<file path="config.mk">
export PLATFORM = sky130hd
export DESIGN_NAME = fetch_prefetch_queue_flat
export DESIGN_NICKNAME = d
export VERILOG_FILES = /design/src/rtl/fetch_prefetch_queue_if.sv /design/src/rtl/fetch_prefetch_queue.sv /design/src/flat_wrapper.sv
export SDC_FILE = /design/constraint.sdc
export NUM_CORES = 1
export LEC_CHECK = 0
export BUFFER_PORTS_ARGS = -buffer_cell sky130_fd_sc_hd__buf_2
export CELL_PAD_IN_SITES_DETAIL_PLACEMENT = 1
export CELL_PAD_IN_SITES_GLOBAL_PLACEMENT = 2
export CORE_MARGIN = 3
export CORE_UTILIZATION = 30
export CTS_BUF_LIST = sky130_fd_sc_hd__clkbuf_16
export DETAILED_ROUTE_END_ITERATION = 10
export PLACE_DENSITY_LB_ADDON = 0.1
export SLEW_MARGIN = 30
export SYNTH_ARGS = -nofsm -noshare
export SYNTH_HDL_FRONTEND = slang
export SYNTH_SLANG_ARGS = --single-unit
</file>
<file path="constraint.sdc">
create_clock -name clk -period 6.7 [get_ports clk]
set_input_delay 0.67 -clock clk [delete_from_list [all_inputs] [get_ports clk]]
set_output_delay 0.67 -clock clk [all_outputs]
set_load 0.01 [all_outputs]
</file>
<file path="src/rtl/fetch_prefetch_queue_if.sv">
// Fetch-stage bus: instruction memory port, redirect input and the decode-side handshake.
// The fetch stage drives the master modport; memory/decode/ALU side drives the slave modport.
interface fetch_prefetch_queue_if #(
    parameter int DEPTH   = 4,
    parameter int PC_W    = 16,
    parameter int INSTR_W = 32
);
    localparam int OCC_W = $clog2(DEPTH) + 1;

    logic [PC_W-1:0]    imem_addr;
    logic [INSTR_W-1:0] imem_data;
    logic               flush_pipeline;
    logic [PC_W-1:0]    redirect_pc;
    logic               dec_ready;
    logic               out_valid;
    logic [INSTR_W-1:0] out_instr;
    logic [PC_W-1:0]    out_pc;
    logic [OCC_W-1:0]   occupancy;

    modport master (
        output imem_addr,
        input  imem_data,
        input  flush_pipeline,
        input  redirect_pc,
        input  dec_ready,
        output out_valid,
        output out_instr,
        output out_pc,
        output occupancy
    );

    modport slave (
        input  imem_addr,
        output imem_data,
        output flush_pipeline,
        output redirect_pc,
        output dec_ready,
        input  out_valid,
        input  out_instr,
        input  out_pc,
        input  occupancy
    );
endinterface

</file>
<file path="src/rtl/fetch_prefetch_queue.sv">
// Instruction prefetch stage: owns the PC, fetches one word per cycle into a small
// {pc, instr} FIFO and hands the head to decode; a flush empties the FIFO and redirects fetch.
module fetch_prefetch_queue #(
    parameter int              DEPTH    = 4,
    parameter int              PC_W     = 16,
    parameter int              INSTR_W  = 32,
    parameter logic [PC_W-1:0] RESET_PC = '0
) (
    input logic                    clk,
    input logic                    rst,
    fetch_prefetch_queue_if.master bus
);
    localparam int PTR_W = $clog2(DEPTH);
    localparam int OCC_W = PTR_W + 1;

    logic [PC_W-1:0]    pc;
    logic [PTR_W-1:0]   rd_ptr;
    logic [PTR_W-1:0]   wr_ptr;
    logic [OCC_W-1:0]   occ;
    logic [PC_W-1:0]    pc_mem    [DEPTH];
    logic [INSTR_W-1:0] instr_mem [DEPTH];

    logic not_empty;
    logic pop;
    logic push;

    // A full queue can still accept a word in the cycle its head leaves.
    always_comb begin
        not_empty = (occ != '0);
        pop       = not_empty & bus.dec_ready;
        push      = ~bus.flush_pipeline & ((occ < OCC_W'(DEPTH)) | pop);
    end

    always_ff @(posedge clk) begin
        if (rst) begin
            pc     <= RESET_PC;
            rd_ptr <= '0;
            wr_ptr <= '0;
            occ    <= '0;
        end else if (bus.flush_pipeline) begin
            pc     <= bus.redirect_pc;
            rd_ptr <= '0;
            wr_ptr <= '0;
            occ    <= '0;
        end else begin
            if (push) begin
                pc     <= pc + PC_W'(1);
                wr_ptr <= wr_ptr + PTR_W'(1);
            end
            if (pop) begin
                rd_ptr <= rd_ptr + PTR_W'(1);
            end
            case ({push, pop})
                2'b10:   occ <= occ + OCC_W'(1);
                2'b01:   occ <= occ - OCC_W'(1);
                default: occ <= occ;
            endcase
        end
    end

    // Storage carries no reset; empty entries are masked on the outputs instead.
    always_ff @(posedge clk) begin
        if (push && !rst) begin
            pc_mem[wr_ptr]    <= pc;
            instr_mem[wr_ptr] <= bus.imem_data;
        end
    end

    always_comb begin
        bus.imem_addr = pc;
        bus.out_valid = not_empty;
        bus.out_pc    = not_empty ? pc_mem[rd_ptr]    : '0;
        bus.out_instr = not_empty ? instr_mem[rd_ptr] : '0;
        bus.occupancy = occ;
    end
endmodule

</file>
<file path="src/flat_wrapper.sv">
// flat-port wrapper written by rule: the top's interface ports become plain ports
module fetch_prefetch_queue_flat 
#(
    parameter int              DEPTH    = 4,
    parameter int              PC_W     = 16,
    parameter int              INSTR_W  = 32,
    parameter logic [PC_W-1:0] RESET_PC = '0
)
  (clk, rst, bus_imem_addr, bus_imem_data, bus_flush_pipeline, bus_redirect_pc, bus_dec_ready, bus_out_valid, bus_out_instr, bus_out_pc, bus_occupancy);
  fetch_prefetch_queue_if #(.DEPTH(DEPTH), .PC_W(PC_W), .INSTR_W(INSTR_W)) bus_i ();
  input logic clk;
  input logic rst;
  output wire logic [$bits(bus_i.imem_addr)-1:0] bus_imem_addr;
  input wire logic [$bits(bus_i.imem_data)-1:0] bus_imem_data;
  input wire logic [$bits(bus_i.flush_pipeline)-1:0] bus_flush_pipeline;
  input wire logic [$bits(bus_i.redirect_pc)-1:0] bus_redirect_pc;
  input wire logic [$bits(bus_i.dec_ready)-1:0] bus_dec_ready;
  output wire logic [$bits(bus_i.out_valid)-1:0] bus_out_valid;
  output wire logic [$bits(bus_i.out_instr)-1:0] bus_out_instr;
  output wire logic [$bits(bus_i.out_pc)-1:0] bus_out_pc;
  output wire logic [$bits(bus_i.occupancy)-1:0] bus_occupancy;
  assign bus_imem_addr = bus_i.imem_addr;
  assign bus_i.imem_data = bus_imem_data;
  assign bus_i.flush_pipeline = bus_flush_pipeline;
  assign bus_i.redirect_pc = bus_redirect_pc;
  assign bus_i.dec_ready = bus_dec_ready;
  assign bus_out_valid = bus_i.out_valid;
  assign bus_out_instr = bus_i.out_instr;
  assign bus_out_pc = bus_i.out_pc;
  assign bus_occupancy = bus_i.occupancy;
  fetch_prefetch_queue #(.DEPTH(DEPTH), .PC_W(PC_W), .INSTR_W(INSTR_W), .RESET_PC(RESET_PC)) u_core (.clk(clk), .rst(rst), .bus(bus_i));
endmodule
</file>
==> impl_metrics.yaml <==
grt:
  grt_pass1_wl_um: 29800
  grt_start_max_net_pins: 52
  antenna_found_initial: 0
  grt_pass1_vias: 5085
  gr-total-overflow: 0
  grt_usage_pct: 12.5
clock_network:
  ctsResizeCount: 0
  htreeDepth: 1
  clk_path_buf_depth: 3
  cts_tree: "built"
  root_buffer: "clkbuf_16"
  cts-hold-fix-buffers: 0
  clk_pin_slew_ns: 0.06
  clk_latency_ns: 0.50
  clock_sinks: 217
  cts_buffers: 23
  cts_setup_buffers: 0
critical_path:
  end_kind: "output pin"
  critPathCapture: "bus_out_pc[9]"
  reg2reg_depth: 8
  r2r_slack_ns: 4.18
  crit_path_start_kind: "flop"
  path_class: "reg2out"
  r2r-end: "u_core.bus.occupancy[2]"
  r2r_start: "u_core.bus.occupancy[2]"
  worstPathRequired_ns: 6.03
  cp_data_arrival_time_ns: 2.40
  crit_fanout: 25
yosys:
  syn_nets: 522
  synth_flop_cell: "edfxtp_1"
  ys_types: 34
  synth_edf_count: 192
  synthArstFlopShare_pct: 0
  syn-cell-area_sq_um: 8560
  synth-seq-cells: 217
  syn_inst: 463
  synth_warnings: 0
  ys_seq_area_share_pct: 73.2
  syn_area_per_cell_sq_um: 18.5
timing:
  finalCritPeriodShare_pct: 45.8
  finalSetupTns_ns: 0
  post-route-min-period_ns: 3.07
  slew_viol_final: 0
  worstMarginPinSlew_ns: 0.856
  timing_hold_violations_final: 0
  hold_ws_ns: 0.384
  rsz0062_at_grt: "no"
  max_freq_mhz: 326
  maxSlewHeadroom_pct: 42.9
  fin_skew_ns: 0.00703
  finalSetupViolCount: 0
floorplan:
  die_area_sq_um: 30600
  ioPinCount: 120
  core-area_sq_um: 27900
  fp.dieH_um: 175
  num_rows: 61
  initial_core_util_pct: 30.6
  die_w_um: 175
detailed_routing:
  drc: 0
  wl_um: 19400
  ant_nets: 0
  routedWlPerCell_um: 19.8
  vias: 4540
  first_iter_violations: 248
  detail_route.vias_per_cell: 4.63
  dr.pass1.iters: 4
placement:
  hpwl_um: 11600
  gp_congestion: 0.713
  dpl.cell_count: 941
  placed_area_sq_um: 9600
  port_buffers: 119
pwr:
  p_leak_nw: 3.56
  vdd_drop_max_uv: 150
  powerDensity_nw_per_um2: 276
finish:
  nFillCells: 2854
  insertedDiodeCount: 0
  drive_gt1_share_pct: 34.8
  area_growth_pct: 20.1
  final_area_sq_um: 10300
  final_cells: 981
  num-nets-final: 647
flow_run:
  cap_violations: 0
run_status:
  outcome: "complete, no violations"
worst_hold_path:
  hold_path.class: "in2reg"
-- report_power, final --
group          switching, mW  leakage [nW]  internal, mW
registers             0.0265          1.96          1.51
clock network          0.484         0.351         0.657
logic                 0.0914          1.25        0.0713
total                  0.602          3.56          2.24
-- layout by cell type, fill, tap and decap left out, types with 4 or more instances in the layout --
master | Yosys | routed
a211oi_1 | 8 | 8
a21oi_1 | 5 | 5
a311oi_1 | 6 | 6
and2_1 | 52 | 52
and3_2 | 0 | 4
buf_2 | 6 | 119
buf_4 | 1 | 5
clkbuf_16 | 0 | 23
clkinv_1 | 0 | 7
dfxtp_1 | 25 | 23
edfxtp_1 | 192 | 192
ha_1 | 6 | 6
inv_1 | 8 | 13
mux4_2 | 48 | 48
nand2_1 | 8 | 8
nand3_1 | 9 | 9
nor2_1 | 24 | 24
o31ai_1 | 4 | 4
or4_1 | 4 | 4
xnor2_1 | 4 | 4
xor2_1 | 9 | 9
-- registers in the layout (all words and copies together) (netlist names), named ones only --
signal,cells
u_core.bus.imem_addr,16
u_core.bus.occupancy,3
u_core.instr_mem,128
u_core.pc_mem,64
u_core.rd_ptr,2
u_core.wr_ptr,2
-- layout make-up --
type	count	area, sq um	area share (%)
flip-flops and latches	217	6270	61.0
multi-input cells	213	2170	21.1
repair buffers	125	661	6.43
clock buffers	23	576	5.60
well taps	378	473	4.60
clock inverters	17	98.8	0.962
inverters	8	30.0	0.292
-- synthesized netlist by cell type (8+ instances only) --
master | instances | area [sq um]
mux4_2 | 48 | 1080
inv_1 | 8 | 30.0
nand3_1 | 9 | 45.0
and2_1 | 52 | 325
dfxtp_1 | 25 | 500
xor2_1 | 9 | 78.8
clkbuf_1 | 15 | 56.3
edfxtp_1 | 192 | 5770
nor2_1 | 24 | 90.1
a211oi_1 | 8 | 60.1
nand2_1 | 8 | 30.0
-- worst max-delay path, cell delays in order, from the launching register on --
cell and delay (ns):
dfxtp_4 0.70, buf_16 0.29, mux4_2 0.54, and2_1 0.21
buf_2 0.15
-- worst min-delay path by stage --
| stage | slack [ns] | cells past startpoint | from | to |
|---|---|---|---|---|
| 2_1_floorplan | 0.48 | 2 | u_core.rd_ptr[1] | flop |
| 3_3_place_gp | 0.51 | 2 | u_core.rd_ptr[1] | flop |
| 3_5_place_dp | 0.54 | 2 | u_core.rd_ptr[1] | flop |
| 4_1_cts | 0.35 | 1 | bus_imem_data[29] | u_core.instr_mem[0][29] |
| 5_1_grt | 0.37 | 1 | bus_imem_data[31] | u_core.instr_mem[1][31] |
| 6_report | 0.38 | 1 | bus_imem_data[29] | u_core.instr_mem[0][29] |
-- cells by family (layout without fill, tap and decap cells) --
family / Yosys count / in the layout / share of synthesized area (%)
compound gates: 28 / 28 / 2.35
xor+xnor: 13 / 13 / 1.33
fa+ha+maj: 7 / 7 / 1.11
buf+inv: 33 / 173 / 1.58
flops: 217 / 217 / 73.2
mux: 49 / 49 / 12.7
simple gates: 116 / 116 / 7.69
-- through the flow --
stage / worst slack, ns / util, % / power (mW)
floorplan: 3.85 / - / 1.64
global placement: 3.83 / 34.3 / 1.73
detailed placement: 3.78 / 34.4 / 1.73
CTS: 3.51 / 36.8 / 2.89
global route: 3.45 / 36.8 / 2.96
finish: 3.63 / 36.8 / 2.84
-- layer usage --
metal | track usage, % | vias to the layer above | part of all wire [%]
met5 | 0 | - | 0
met4 | 2.79 | 0 | 1.5
met3 | 2.37 | 24 | 4.6
met2 | 21.4 | 105 | 49
met1 | 16.7 | 2345 | 45
li1 | - | 2066 | -
Power figures use the tool's default switching activity.
